`src/rtl/mem2wb_bridge.sv`:
```
// PicoRV32 native memory port to classic Wishbone B4 initiator bridge.
// One Wishbone cycle per CPU access, with bounded wait and saturating error counting.
module mem2wb_bridge #(
    parameter int TIMEOUT = 255
) (
    input  logic        clk,
    input  logic        resetn,
    input  logic        wb_valid,
    input  logic [31:0] mem_addr,
    input  logic [31:0] mem_wdata,
    input  logic [3:0]  mem_wstrb,
    output logic        wb_ready,
    output logic [31:0] wb_rdata,
    output logic        wbm_cyc_o,
    output logic        wbm_stb_o,
    output logic        wbm_we_o,
    output logic [3:0]  wbm_sel_o,
    output logic [31:0] wbm_adr_o,
    output logic [31:0] wbm_dat_o,
    input  logic [31:0] wbm_dat_i,
    input  logic        wbm_ack_i,
    input  logic        wbm_err_i,
    output logic        bus_err_o,
    output logic [7:0]  err_count_o
);

    typedef enum logic [1:0] {
        S_IDLE = 2'd0,
        S_WAIT = 2'd1,
        S_RESP = 2'd2
    } state_t;

    localparam logic [7:0] LP_LAST_CNT = 8'(TIMEOUT - 1);

    state_t      r_state;
    logic [7:0]  r_cnt;
    logic        r_cyc;
    logic        r_we;
    logic [3:0]  r_sel;
    logic [31:0] r_adr;
    logic [31:0] r_dat;
    logic        r_ready;
    logic [31:0] r_rdata;
    logic        r_bus_err;
    logic [7:0]  r_err_count;

    logic w_req_we;
    logic w_timeout;
    logic w_done;
    logic w_fail;

    assign w_req_we  = |mem_wstrb;
    assign w_timeout = (r_cnt == LP_LAST_CNT);
    assign w_done    = wbm_err_i | wbm_ack_i | w_timeout;
    // An ack beats a simultaneous timeout, but an err beats an ack.
    assign w_fail    = wbm_err_i | (~wbm_ack_i & w_timeout);

    always_ff @(posedge clk or negedge resetn) begin
        if (!resetn) begin
            r_state     <= S_IDLE;
            r_cnt       <= 8'd0;
            r_cyc       <= 1'b0;
            r_we        <= 1'b0;
            r_sel       <= 4'd0;
            r_adr       <= 32'd0;
            r_dat       <= 32'd0;
            r_ready     <= 1'b0;
            r_rdata     <= 32'd0;
            r_bus_err   <= 1'b0;
            r_err_count <= 8'd0;
        end else begin
            r_ready   <= 1'b0;
            r_bus_err <= 1'b0;
            case (r_state)
                S_IDLE: begin
                    if (wb_valid && !r_ready) begin
                        r_adr   <= mem_addr & 32'hFFFF_FFFC;
                        r_dat   <= mem_wdata;
                        r_we    <= w_req_we;
                        r_sel   <= w_req_we ? mem_wstrb : 4'hF;
                        r_cyc   <= 1'b1;
                        r_cnt   <= 8'd0;
                        r_state <= S_WAIT;
                    end
                end
                S_WAIT: begin
                    if (w_done) begin
                        r_cyc   <= 1'b0;
                        r_ready <= 1'b1;
                        r_state <= S_RESP;
                        if (w_fail) begin
                            r_rdata   <= 32'hFFFF_FFFF;
                            r_bus_err <= 1'b1;
                            if (r_err_count != 8'hFF)
                                r_err_count <= r_err_count + 8'd1;
                        end else begin
                            r_rdata <= r_we ? 32'd0 : wbm_dat_i;
                        end
                    end else begin
                        r_cnt <= r_cnt + 8'd1;
                    end
                end
                S_RESP: begin
                    r_state <= S_IDLE;
                end
                default: begin
                    r_state <= S_IDLE;
                end
            endcase
        end
    end

    assign wb_ready    = r_ready;
    assign wb_rdata    = r_rdata;
    assign wbm_cyc_o   = r_cyc;
    assign wbm_stb_o   = r_cyc;
    assign wbm_we_o    = r_we;
    assign wbm_sel_o   = r_sel;
    assign wbm_adr_o   = r_adr;
    assign wbm_dat_o   = r_dat;
    assign bus_err_o   = r_bus_err;
    assign err_count_o = r_err_count;

endmodule
```
`config.mk`:
```
export PLATFORM = sky130hd
export DESIGN_NAME = mem2wb_bridge
export DESIGN_NICKNAME = d
export VERILOG_FILES = /design/src/rtl/mem2wb_bridge.sv
export SDC_FILE = /design/constraint.sdc
export NUM_CORES = 1
export LEC_CHECK = 0
export CAP_MARGIN = 20
export CORE_ASPECT_RATIO = 2
export CORE_UTILIZATION = 45
export DETAILED_ROUTE_END_ITERATION = 10
export HOLD_SLACK_MARGIN = 0.15
export PLACE_DENSITY = 0.92
export SETUP_SLACK_MARGIN = 0.05
export SYNTH_ARGS = -nofsm -noshare
export SYNTH_HDL_FRONTEND = slang
export SYNTH_SLANG_ARGS = --single-unit
```
`constraint.sdc`:
```
create_clock -name clk -period 3.9 [get_ports clk]
set_input_delay 0.585 -clock clk [delete_from_list [all_inputs] [get_ports clk]]
set_output_delay 0.585 -clock clk [all_outputs]
set_load 0.005 [all_outputs]
```
# --- After elaboration in Yosys (flattened, before gate mapping) ---
# Cells that the tools add are included.
# Widths: inputs -> output; s select.
totals:
  ff_bits: 120
  latchBits: 0
  ram_bits: 0
  mem_bits_ro: 0
  input_bits: 105
  output_inout_bits: 113
  wordCells: 52
  n_memories: 0
classes:
  addsub: 2
  n_mul: 0
  div: 0
  magnitude_cmp: 0
  n_eq_ne: 6
  shifts: 0
  mux: 17
  n_bitwise: 5
  n_reduce_logical: 11
op_table:
  columns: ["operator", "count"]
  rows:
  - ["$mux 32", 2]
  - ["$add 8x1->8 const B", 2]
  - ["$mux 8", 2]
  - ["$pmux 8 s2", 1]
  - ["$eq 8x8->1 const B", 1]
  - ["$ne 8x8->1 const B", 1]
  - ["$mux 1", 7]
  - ["$ne 2x2->1 const B", 3]
  - ["$reduce_and 2->1", 3]
  - ["$reduce_and 3->1", 2]
  - ["$mux 2", 2]
  - ["$mux 4", 1]
  - ["$pmux 2 s2", 1]
  - ["$reduce_and 4->1", 1]
  - ["$reduce_or 4->1", 1]
  - ["$or 1x1->1", 3]
  - ["$eq 2x1->1 const B", 1]
  - ["$logic_not 2->1", 1]
  - ["$pmux 1 s2", 1]
  - ["$reduce_bool 2->1", 1]
  - ["$and 1x1->1", 1]
  - ["$logic_and 1x1->1", 1]
  - ["$logic_not 1->1", 1]
  - ["$not 1->1", 1]

# --- Logic depth before layout (Yosys ltp) ---
# Gate-level depths: netlist (run 1).
logic_depth:
  depth_word: 6
  depth_mapped: 7
  depth_no_buf: 6

# --- Worst setup path before layout (run 1) ---
# Ideal clock, no wire load.
synth_path:
  path_type: "reg2reg"
  start: "register r_cnt[0]"
  end: "register r_cnt[3]"
  setup_ns: 0.130
  t_arrival_ns: 1.720
  required_ns: 3.770
  slack_ns: 2.050
  stages_incl_launch_ff: 8
  path_buffers: 1
  synth_period_minus_slack_ns: 1.850
  path_cell_list: "dfrtp_1 inv_1 ha_1 and3_1 a2111oi_4 or2_1 buf_4 a31oi_1"
synth_between:
  elab_chain_cells: 4
  elab_cells_between_ends: 7
  cone_classes: "1 x add/sub; 2 x eq/ne; 2 x mux; 1 x bitwise; 1 x reduce/logical"
synth_rtl:
  columns: ["element", "line", "source"]
  rows:
  - ["start, declared", "36", "logic [7:0] r_cnt;"]
  - ["start signal, assigned", "100", "r_cnt <= r_cnt + 8'd1;"]
  - ["parallel branches: the longest is 4 deep, another holds $add 8x1->8", null, null]
# Several ways; the timed one is not identified. The select of a mux whose other input is x is not followed.
# A chain may end at the register's enable or synchronous reset.

# --- Worst setup path after layout (run 1) ---
# Ends and elaborated chain as after synthesis.

==> results of run 1 <==
==> metrics by stage <==
stage | area, um^2 | total power [mW]
final | 7800 | 6.12
after global routing | 7800 | 6.43
after CTS | 7800 | 6.18
after detailed placement | 7180 | 4.52
after global placement | 7180 | 4.39
after floorplan | 4920 | 3.07
==> per-layer routing <==
| metal | share of wire | vias to the layer above |
|---|---|---|
| li1 | - | 1735 |
| met1 | 0.35 | 1899 |
| met2 | 0.56 | 179 |
| met3 | 0.059 | 37 |
| met4 | 0.036 | 0 |
| met5 | 0 | - |
==> how the worst min path moves through the flow <==
| stage | to | start |
|---|---|---|
| 6_report | wbm_adr_o[13] | resetn |
| 5_1_grt | wbm_dat_o[16] | resetn |
| 4_1_cts | wbm_adr_o[31] | resetn |
| 3_5_place_dp | r_cnt[6] | r_cnt[6] |
| 3_3_place_gp | r_cnt[6] | r_cnt[6] |
| 2_1_floorplan | bus_err_o | resetn |
==> cell usage after synthesis (2+ instances only) <==
cell type	n
a21oi_1	12
a2bb2oi_1	32
a31oi_1	4
a41oi_1	2
and3_1	3
buf_2	10
buf_4	4
clkbuf_1	7
dfrtp_1	120
ha_1	3
inv_1	2
mux2_1	2
mux2_2	64
nand2_1	7
nand2b_1	35
nand3_1	7
nor2_1	15
nor2b_1	2
nor3_1	6
nor4_1	2
nor4b_1	3
o21a_1	2
o21ai_0	2
xor2_1	4
==> final cells by class <==
cell class,count,area (um^2),share of cell area
sequential,120,3000,0.385
timing repair buffer,218,2190,0.281
multi-input combinational,220,1800,0.231
clock buffer,19,453,0.0581
tap,137,171,0.0220
clock inverter,13,170,0.0218
inverter,2,7.51,0.000962
==> cells by family after synthesis <==
kind of cell             Yosys count  share of synthesized area
AO/OA/AOI/OAI                     58                     0.0954
XOR/XNOR                           4                    0.00712
adder cells (fa/ha/maj)            3                    0.00763
buffers and inverters             25                     0.0262
flip-flops                       120                      0.610
multiplexers                      67                      0.153
other                              1                   0.000762
AND/OR/NAND/NOR                   86                     0.0994
==> registers in the layout (all words and copies together), names as in the netlist <==
signal and count:
wbm_adr_o 30, wb_ready 1, wbm_dat_o 32, wbm_cyc_o 1
wbm_we_o 1, wb_rdata 32, err_count_o 8, r_state 2
wbm_sel_o 4, r_cnt 8, bus_err_o 1
==> power by group through the flow <==
stage | logic (mW) | clock network [mW] | registers, mW
floorplan | 0.939 | 0 | 2.14
global placement | 2.31 | 0 | 2.08
detailed placement | 2.39 | 0 | 2.13
CTS | 2.41 | 1.65 | 2.12
global route | 2.54 | 1.71 | 2.19
finish | 2.39 | 1.62 | 2.12
==> impl_metrics.json, run 1 <==
{
  "final_max_slew_viol_count": 0,
  "cts_tree": "yes",
  "cp-startpoint": "r_cnt[0]",
  "final_common_cell": "clkdlybuf4s50_1",
  "fin_nets": 687,
  "rr_startpoint": "r_cnt[0]",
  "grt_first_pass_wirelength_um": 21200,
  "post_cts_resized": 0,
  "ys.flop_type": "dfrtp_1",
  "grt_use_met2": 0.441,
  "drive_gt1_frac": 0.184,
  "yosysTopAreaCellShare": 0.610,
  "grt_overflow_total": 0,
  "p_sw_mw": 1.71,
  "clock_latency_ns": 0.41,
  "first_pass_iters": 4,
  "comb_power_share": 0.390,
  "worst_path_dominant_cell_family": "compound AO/OA/AOI/OAI gates",
  "drt_iter0_markers": 208,
  "cp-end-kind": "flop",
  "synth_largest_area_cell": "dfrtp_1",
  "r2r_end": "r_cnt[3]",
  "utilization": 0.740,
  "cts_sinks": 120,
  "rr_worst_depth": 6,
  "ctsHoldBuffers": 0,
  "cts.path.max_buffers": 2,
  "crit_required_ns": 4.16,
  "r2r_slack_ns": 1.68,
  "busiest_layer": "met2",
  "drc": 0,
  "fin_cells": 729,
  "path_buf_inv": 1,
  "die_w_um": 75.9,
  "drt-total-wl_um": 13200,
  "use_met3": 0.0701,
  "cts_buffers": 17,
  "cts.clk_slew.worst_paths_ns": 0.06,
  "num_vias": 3850,
  "cp_max_fo": 9,
  "dp_hpwl_um": 9520,
  "clkPwrFrac": 0.265,
  "nFillCells": 652,
  "rsz0062_at_grt": "no",
  "root_buffer": "clkbuf_16",
  "critPathSlowestCell": "a2111oi_4",
  "io-pin-count": 218,
  "tightest_slew_ns": 0.720,
  "whs_ns": 0.231,
  "hold_violations": 0,
  "fin_setup_tns_ns": 0,
  "synth_edf_count": 0,
  "grt_pass1_vias": 4196,
  "yosysWarnings": 0,
  "gp_routability_congestion": 0.823,
  "vdd_drop_max_v": 0.000526,
  "cp.arrival_ns": 2.49,
  "area.growth.synth_to_final_pct": 58.5,
  "antenna_cells": 0,
  "vias_per_cell": 5.28,
  "critical-path-max-stage-delay_ns": 0.66,
  "async_reset_ff_frac": 1.00,
  "num_rows": 53,
  "startpoint_type": "flop",
  "yosysSeqAreaShare": 0.610,
  "power.density_nw_per_um2": 785,
  "grt_max_degree": 76,
  "cp_cell_sequence": "inv_1 > ha_1 > and3_1 > a2111oi_4 > or2_1 > a31oi_1",
  "fp.dieH_um": 150,
  "portBuffers": 213,
  "dieArea_um2": 11400,
  "synthesis.area_um2": 4920,
  "final_cell_mix": "clkdlybuf4s50_1, dfrtp_1, mux2_2, nand2b_1, a2bb2oi_1",
  "max_freq_ghz": 0.449,
  "leakagePower_nw": 3.14,
  "max_cap_violations": 0,
  "antenna_found_initial": 0,
  "seq_power_share": 0.346,
  "postSynthAreaPerCell_um2": 13.5,
  "grt_use_met1": 0.247,
  "maxSlewHeadroom": 0.520,
  "outcome": "completed",
  "syn-instance-count": 364,
  "start_util": 0.467,
  "wl_per_cell_um": 18.1,
  "synth_cell_types": 38,
  "finalClockSkew_ns": 0.00933,
  "worstSetupEndpoint": "r_cnt[3]",
  "period_minus_slack_ns": 2.22,
  "fp.coreArea_um2": 10500,
  "postSynthRegisterBits": 120,
  "cts_max_level": 4,
  "synth.area.top_cells": "dfrtp_1, mux2_2, a2bb2oi_1",
  "placed_cells": 697,
  "crit_type": "flop to flop",
  "setup_viol": 0,
  "worst_slack_ns": 1.68,
  "hold_path.class": "input port to asynchronous set/reset pin",
  "fin_crit_sh": 0.570,
  "p_int_mw": 4.41,
  "pre_cts_slack_ns": 1.52,
  "ant_nets": 0,
  "worstSetupPathDepth": 6,
  "track_usage": 0.242,
  "switching_share": 0.279,
  "post_cts.repair.setup_buffers": 0
}
No activity file was read; power rests on OpenSTA's default activity.
==> run 2, diff against run 1 <==
- CORE_UTILIZATION: 45 -> 42
- PLACE_DENSITY: 0.92 -> 0.87
- clock period: 3.9 -> 2.1 ns (I/O delays scaled with it)
==> run 2 against run 1 <==
Clock skew increased by 0.00085 ns. Global-route usage shrank 1.4 points. Core utilization decreased by 4.6 points. Fmax rose by 13%. Sequential cell count unchanged. Cell count increased by 1.6%. Design area rose by 1.0%. Clock power increased by 81%. Critical path depth up 1. Setup slack worse by 1.5 ns. Critical endpoint is now r_cnt[5]. Highest routed layer unchanged.
==> impl_metrics.json, run 2 (synthesized netlist as in run 1, its figures left out) <==
{
  "outcome": "completed",
  "fin_setup_tns_ns": 0,
  "drt_iter0_markers": 124,
  "hold_violations": 0,
  "fin_cells": 741,
  "grt_pass1_vias": 4318,
  "track_usage": 0.228,
  "grt_max_degree": 47,
  "power.density_nw_per_um2": 1440,
  "drt-total-wl_um": 13000,
  "crit_required_ns": 2.42,
  "gp_routability_congestion": 0.823,
  "antenna_found_initial": 0,
  "finalClockSkew_ns": 0.0102,
  "final_common_cell": "clkdlybuf4s50_1",
  "cp.arrival_ns": 2.30,
  "fp.coreArea_um2": 11400,
  "max_cap_violations": 0,
  "period_minus_slack_ns": 1.97,
  "max_freq_ghz": 0.507,
  "area.growth.synth_to_final_pct": 60.1,
  "wl_met3_um": 741,
  "dp_hpwl_um": 9420,
  "cts_buffers": 17,
  "placedInstanceArea_um2": 7270,
  "placed_cells": 708,
  "startpoint_type": "flop",
  "wl_per_cell_um": 17.6,
  "grt_overflow_total": 0,
  "vdd_drop_max_v": 0.000861,
  "leakagePower_nw": 3.17,
  "nFillCells": 795,
  "wl_met2_um": 7270,
  "switching_share": 0.276,
  "ant_nets": 0,
  "top_layer": "met4",
  "root_buffer": "clkbuf_16",
  "comb_power_share": 0.397,
  "fin_crit_sh": 0.939,
  "num_rows": 55,
  "drive_gt1_frac": 0.190,
  "setup_viol": 0,
  "die_w_um": 78.5,
  "cts_max_level": 4,
  "final_area_um2": 7880,
  "finalPower_mw": 11.4,
  "start_util": 0.433,
  "rsz0062_at_grt": "yes",
  "seq_power_share": 0.345,
  "fp.dieH_um": 155,
  "p_sw_mw": 3.14,
  "cp_max_fo": 8,
  "p_int_mw": 8.23,
  "vias_per_cell": 5.23,
  "crit_type": "flop to flop",
  "drt-met1-wl_um": 4470,
  "drc": 0,
  "cts.clk_slew.worst_paths_ns": 0.06,
  "fin_nets": 694,
  "grt_first_pass_wirelength_um": 21200,
  "cts_sinks": 120,
  "cts.path.max_buffers": 2,
  "cp-end-kind": "flop",
  "dieArea_um2": 12200,
  "final_cell_mix": "clkdlybuf4s50_1, dfrtp_1, mux2_2, nand2b_1, a2bb2oi_1",
  "first_pass_iters": 4,
  "portBuffers": 213,
  "num_vias": 3874,
  "final_max_slew_viol_count": 0,
  "cts_tree": "yes",
  "clock_latency_ns": 0.41,
  "antenna_cells": 0,
  "clkPwrFrac": 0.258,
  "hold_path.class": "input port to asynchronous set/reset pin",
  "io-pin-count": 218,
  "r2r_slack_ns": 0.13
}
[run 2: cell types whose count changed in the layout (fill, tap and decap cells not counted), sizes merged]
cell	change
buf	+6
clkinvlp	+2
clkinv	-1
clkbuf	+1
inv	-2
dlygate4sd3	+1
[run 2: layout make-up]
cell class / count / area, um^2 / share of cell area
Sequential cell: 120 / 3000 / 0.381
Timing Repair Buffer: 225 / 2280 / 0.290
Multi-Input combinational cell: 220 / 1810 / 0.229
Clock buffer: 20 / 447 / 0.0567
Tap cell: 142 / 178 / 0.0226
Clock inverter: 12 / 151 / 0.0192
Inverter: 2 / 7.51 / 0.000953
[run 2: repair_timing]
item                                   in CTS  in global routing
gates resized for setup                     0                  1
setup endpoints to repair                   0                 16
hold buffers                                1                  0
endpoints found under the hold margin      27                  0
setup buffers                               0                  0
[run 2: path summary, 6_finish.rpt]
check,from,end,depth (start not counted)
min,resetn,err_count_o[4],2
min reg2reg,r_cnt[6],r_cnt[6],1
max reg2reg,r_cnt[0],r_cnt[5],7
min in group clk,wbm_dat_i[17],wb_rdata[17],3
max in group asynchronous,resetn,wbm_dat_o[21],3
max,r_cnt[0],r_cnt[5],7
[run 2: stage by stage]
step	utilization	hold WS (ns)	setup WS (ns)
floorplan	-	0.0194	0.250
global placement	0.640	0.280	0.231
detailed placement	0.640	0.283	0.186
CTS	0.693	0.388	0.123
global route	0.694	0.427	0.0159
finish	0.694	0.389	0.128
[run 2: critical path: stages, from the launching register on]
cell,delay (ns)
dfrtp_1,0.38
inv_1,0.08
ha_1,0.20
and3_1,0.27
a2111oi_4,0.41
buf_4,0.23
a41oi_1,0.14
a31oi_1,0.18
[run 2: power by group through the flow]
| stage | logic [mW] | clock network, mW | registers [mW] |
|---|---|---|---|
| 2_1_floorplan | 1.74 | 0 | 3.97 |
| 5_1_grt | 4.82 | 3.10 | 4.07 |
| 4_1_cts | 4.57 | 2.99 | 3.94 |
| 3_5_place_dp | 4.53 | 0 | 3.96 |
| 3_3_place_gp | 4.41 | 0 | 3.88 |
| 6_report | 4.51 | 2.93 | 3.93 |
[run 2: per-layer routing]
layer	GRT usage	vias up
met5	0	-
met4	0.136	0
met3	0.0557	41
met2	0.418	171
met1	0.225	1915
li1	-	1747
==> run 3, diff against run 2 <==
- CORE_UTILIZATION: 42 -> 43
- CTS_BUF_LIST: not set -> sky130_fd_sc_hd__clkbuf_8
- HOLD_SLACK_MARGIN: 0.15 -> not set
- PLACE_DENSITY: 0.87 -> 0.89
==> run 3 against run 2 <==
Setup slack improved by 0.083 ns. Via count decreased by 0.90%. Register-to-register slack better by 0.08 ns. Global-route usage is 0.34 points lower. Sequential cell count unchanged. Worst hold slack better by 0.044 ns. Clock power is 29% lower. Power is 7.7% lower. Sequential share of layout area is 1.1 points higher. Sequential power hardly changed. Fmax is 4.4% higher. Critical path depth did not move. Critical path type unchanged. Highest routed layer unchanged.
==> impl_metrics.json, run 3 (synthesized netlist as in run 1, its figures left out) <==
{
  "hold_violations": 0,
  "grt_first_pass_wirelength_um": 20200,
  "grt_max_degree": 70,
  "grt_pass1_vias": 4093,
  "fp.dieH_um": 153,
  "finalPower_mw": 10.5,
  "cts_max_level": 4,
  "p_sw_mw": 3.00,
  "crit_type": "flop to flop",
  "rr_startpoint": "r_cnt[0]",
  "vdd_drop_max_v": 0.000882,
  "power.density_nw_per_um2": 1370,
  "die_w_um": 77.6,
  "cts_sinks": 120,
  "max_cap_violations": 0,
  "clock_latency_ns": 0.42,
  "hold_path.class": "input port to asynchronous set/reset pin",
  "seq_power_share": 0.373,
  "first_pass_iters": 4,
  "grt_overflow_total": 0,
  "fp.coreArea_um2": 11000,
  "post_cts.repair.setup_buffers": 0,
  "fin_setup_tns_ns": 0,
  "drive_gt1_frac": 0.186,
  "crit_required_ns": 2.43,
  "final_common_cell": "clkdlybuf4s50_1",
  "final_area_um2": 7660,
  "gp_routability_congestion": 0.828,
  "cts.path.max_buffers": 2,
  "comb_power_share": 0.428,
  "cp.arrival_ns": 2.22,
  "cts_buffers": 17,
  "cp-startpoint": "r_cnt[0]",
  "vias_per_cell": 5.21,
  "startpoint_type": "flop",
  "fin_nets": 692,
  "cp_max_fo": 8,
  "io-pin-count": 218,
  "wl_per_cell_um": 17.4,
  "whs_ns": 0.433,
  "track_usage": 0.225,
  "worst_slack_ns": 0.211,
  "final_cell_mix": "clkdlybuf4s50_1, dfrtp_1, mux2_2, nand2b_1, a2bb2oi_1",
  "drt_iter0_markers": 193,
  "ant_nets": 0,
  "p_int_mw": 7.49,
  "cts.clk_slew.worst_paths_ns": 0.07,
  "pre_cts_slack_ns": 0.198,
  "leakagePower_nw": 3.08,
  "area.growth.synth_to_final_pct": 55.8,
  "dp_hpwl_um": 9480,
  "antenna_cells": 0,
  "outcome": "completed",
  "max_freq_ghz": 0.529,
  "cp-end-kind": "flop",
  "cts_tree": "yes",
  "rsz0062_at_grt": "no",
  "num_rows": 54,
  "dieArea_um2": 11900,
  "finalClockSkew_ns": 0.0110,
  "drt-total-wl_um": 12800,
  "placedInstanceArea_um2": 7250,
  "fin_crit_sh": 0.899,
  "drc": 0,
  "antenna_found_initial": 0,
  "setup_viol": 0,
  "final_max_slew_viol_count": 0,
  "root_buffer": "clkbuf_8",
  "portBuffers": 213,
  "num_vias": 3839,
  "period_minus_slack_ns": 1.89,
  "clkPwrFrac": 0.200,
  "start_util": 0.447,
  "switching_share": 0.286
}
==> run 3: cell types whose count changed in the layout (fill, tap and decap cells not counted), sizes merged <==
cell | previous run | this run
buf | 12 | 10
clkbuf | 20 | 18
inv | 2 | 4
==> run 3: cell type report <==
cell class                      instances  area [um^2]
Fill cell                             765         3350
Sequential cell                       120         3000
Timing Repair Buffer                  223         2270
Multi-Input combinational cell        220         1800
Clock buffer                           18          248
Tap cell                              140          175
Clock inverter                         14          159
Inverter                                2         7.51
==> run 3: worst paths after layout <==
check,slack [ns],cells past startpoint,end
min,0.43,3,err_count_o[6]
max reg2reg,0.21,7,r_cnt[6]
min in group clk,0.46,3,wb_rdata[14]
max,0.21,7,r_cnt[6]
min reg2reg,0.51,1,wbm_dat_o[9]
max in group asynchronous,1.33,3,wbm_adr_o[18]
==> run 3: per-stage QoR <==
stage,cells,util
6_report,737,0.696
3_3_place_gp,704,0.658
2_1_floorplan,365,-
3_5_place_dp,704,0.658
4_1_cts,737,0.696
5_1_grt,737,0.696
==> run 3: routing by layer <==
metal / wire (um) / track usage / up-vias
li1: - / - / 1740
met1: 4480 / 0.226 / 1880
met2: 7170 / 0.410 / 184
met3: 757 / 0.0681 / 35
met4: 430 / 0.108 / 0
met5: 0 / 0 / -
==> run 3: power groups by stage <==
stage / Clock (mW) / Combinational [mW] / Sequential, mW
floorplan: 0 / 1.74 / 3.97
global placement: 0 / 4.36 / 3.87
detailed placement: 0 / 4.51 / 3.95
CTS: 2.15 / 4.55 / 3.92
global route: 2.24 / 4.76 / 4.05
finish: 2.09 / 4.49 / 3.91
==> run 3: what timing repair did <==
item | 4_1_cts | 5_1_grt
gates resized for setup | 0 | 0
hold buffers | 1 | 0
hold endpoints to repair | 120 | 0
==> run 3: critical path, stage by stage (launching register included) <==
cell	delay [ns]
dfrtp_1	0.39
inv_1	0.09
ha_1	0.19
and3_1	0.23
a2111oi_4	0.39
buf_4	0.21
a41oi_1	0.14
a31oi_1	0.17
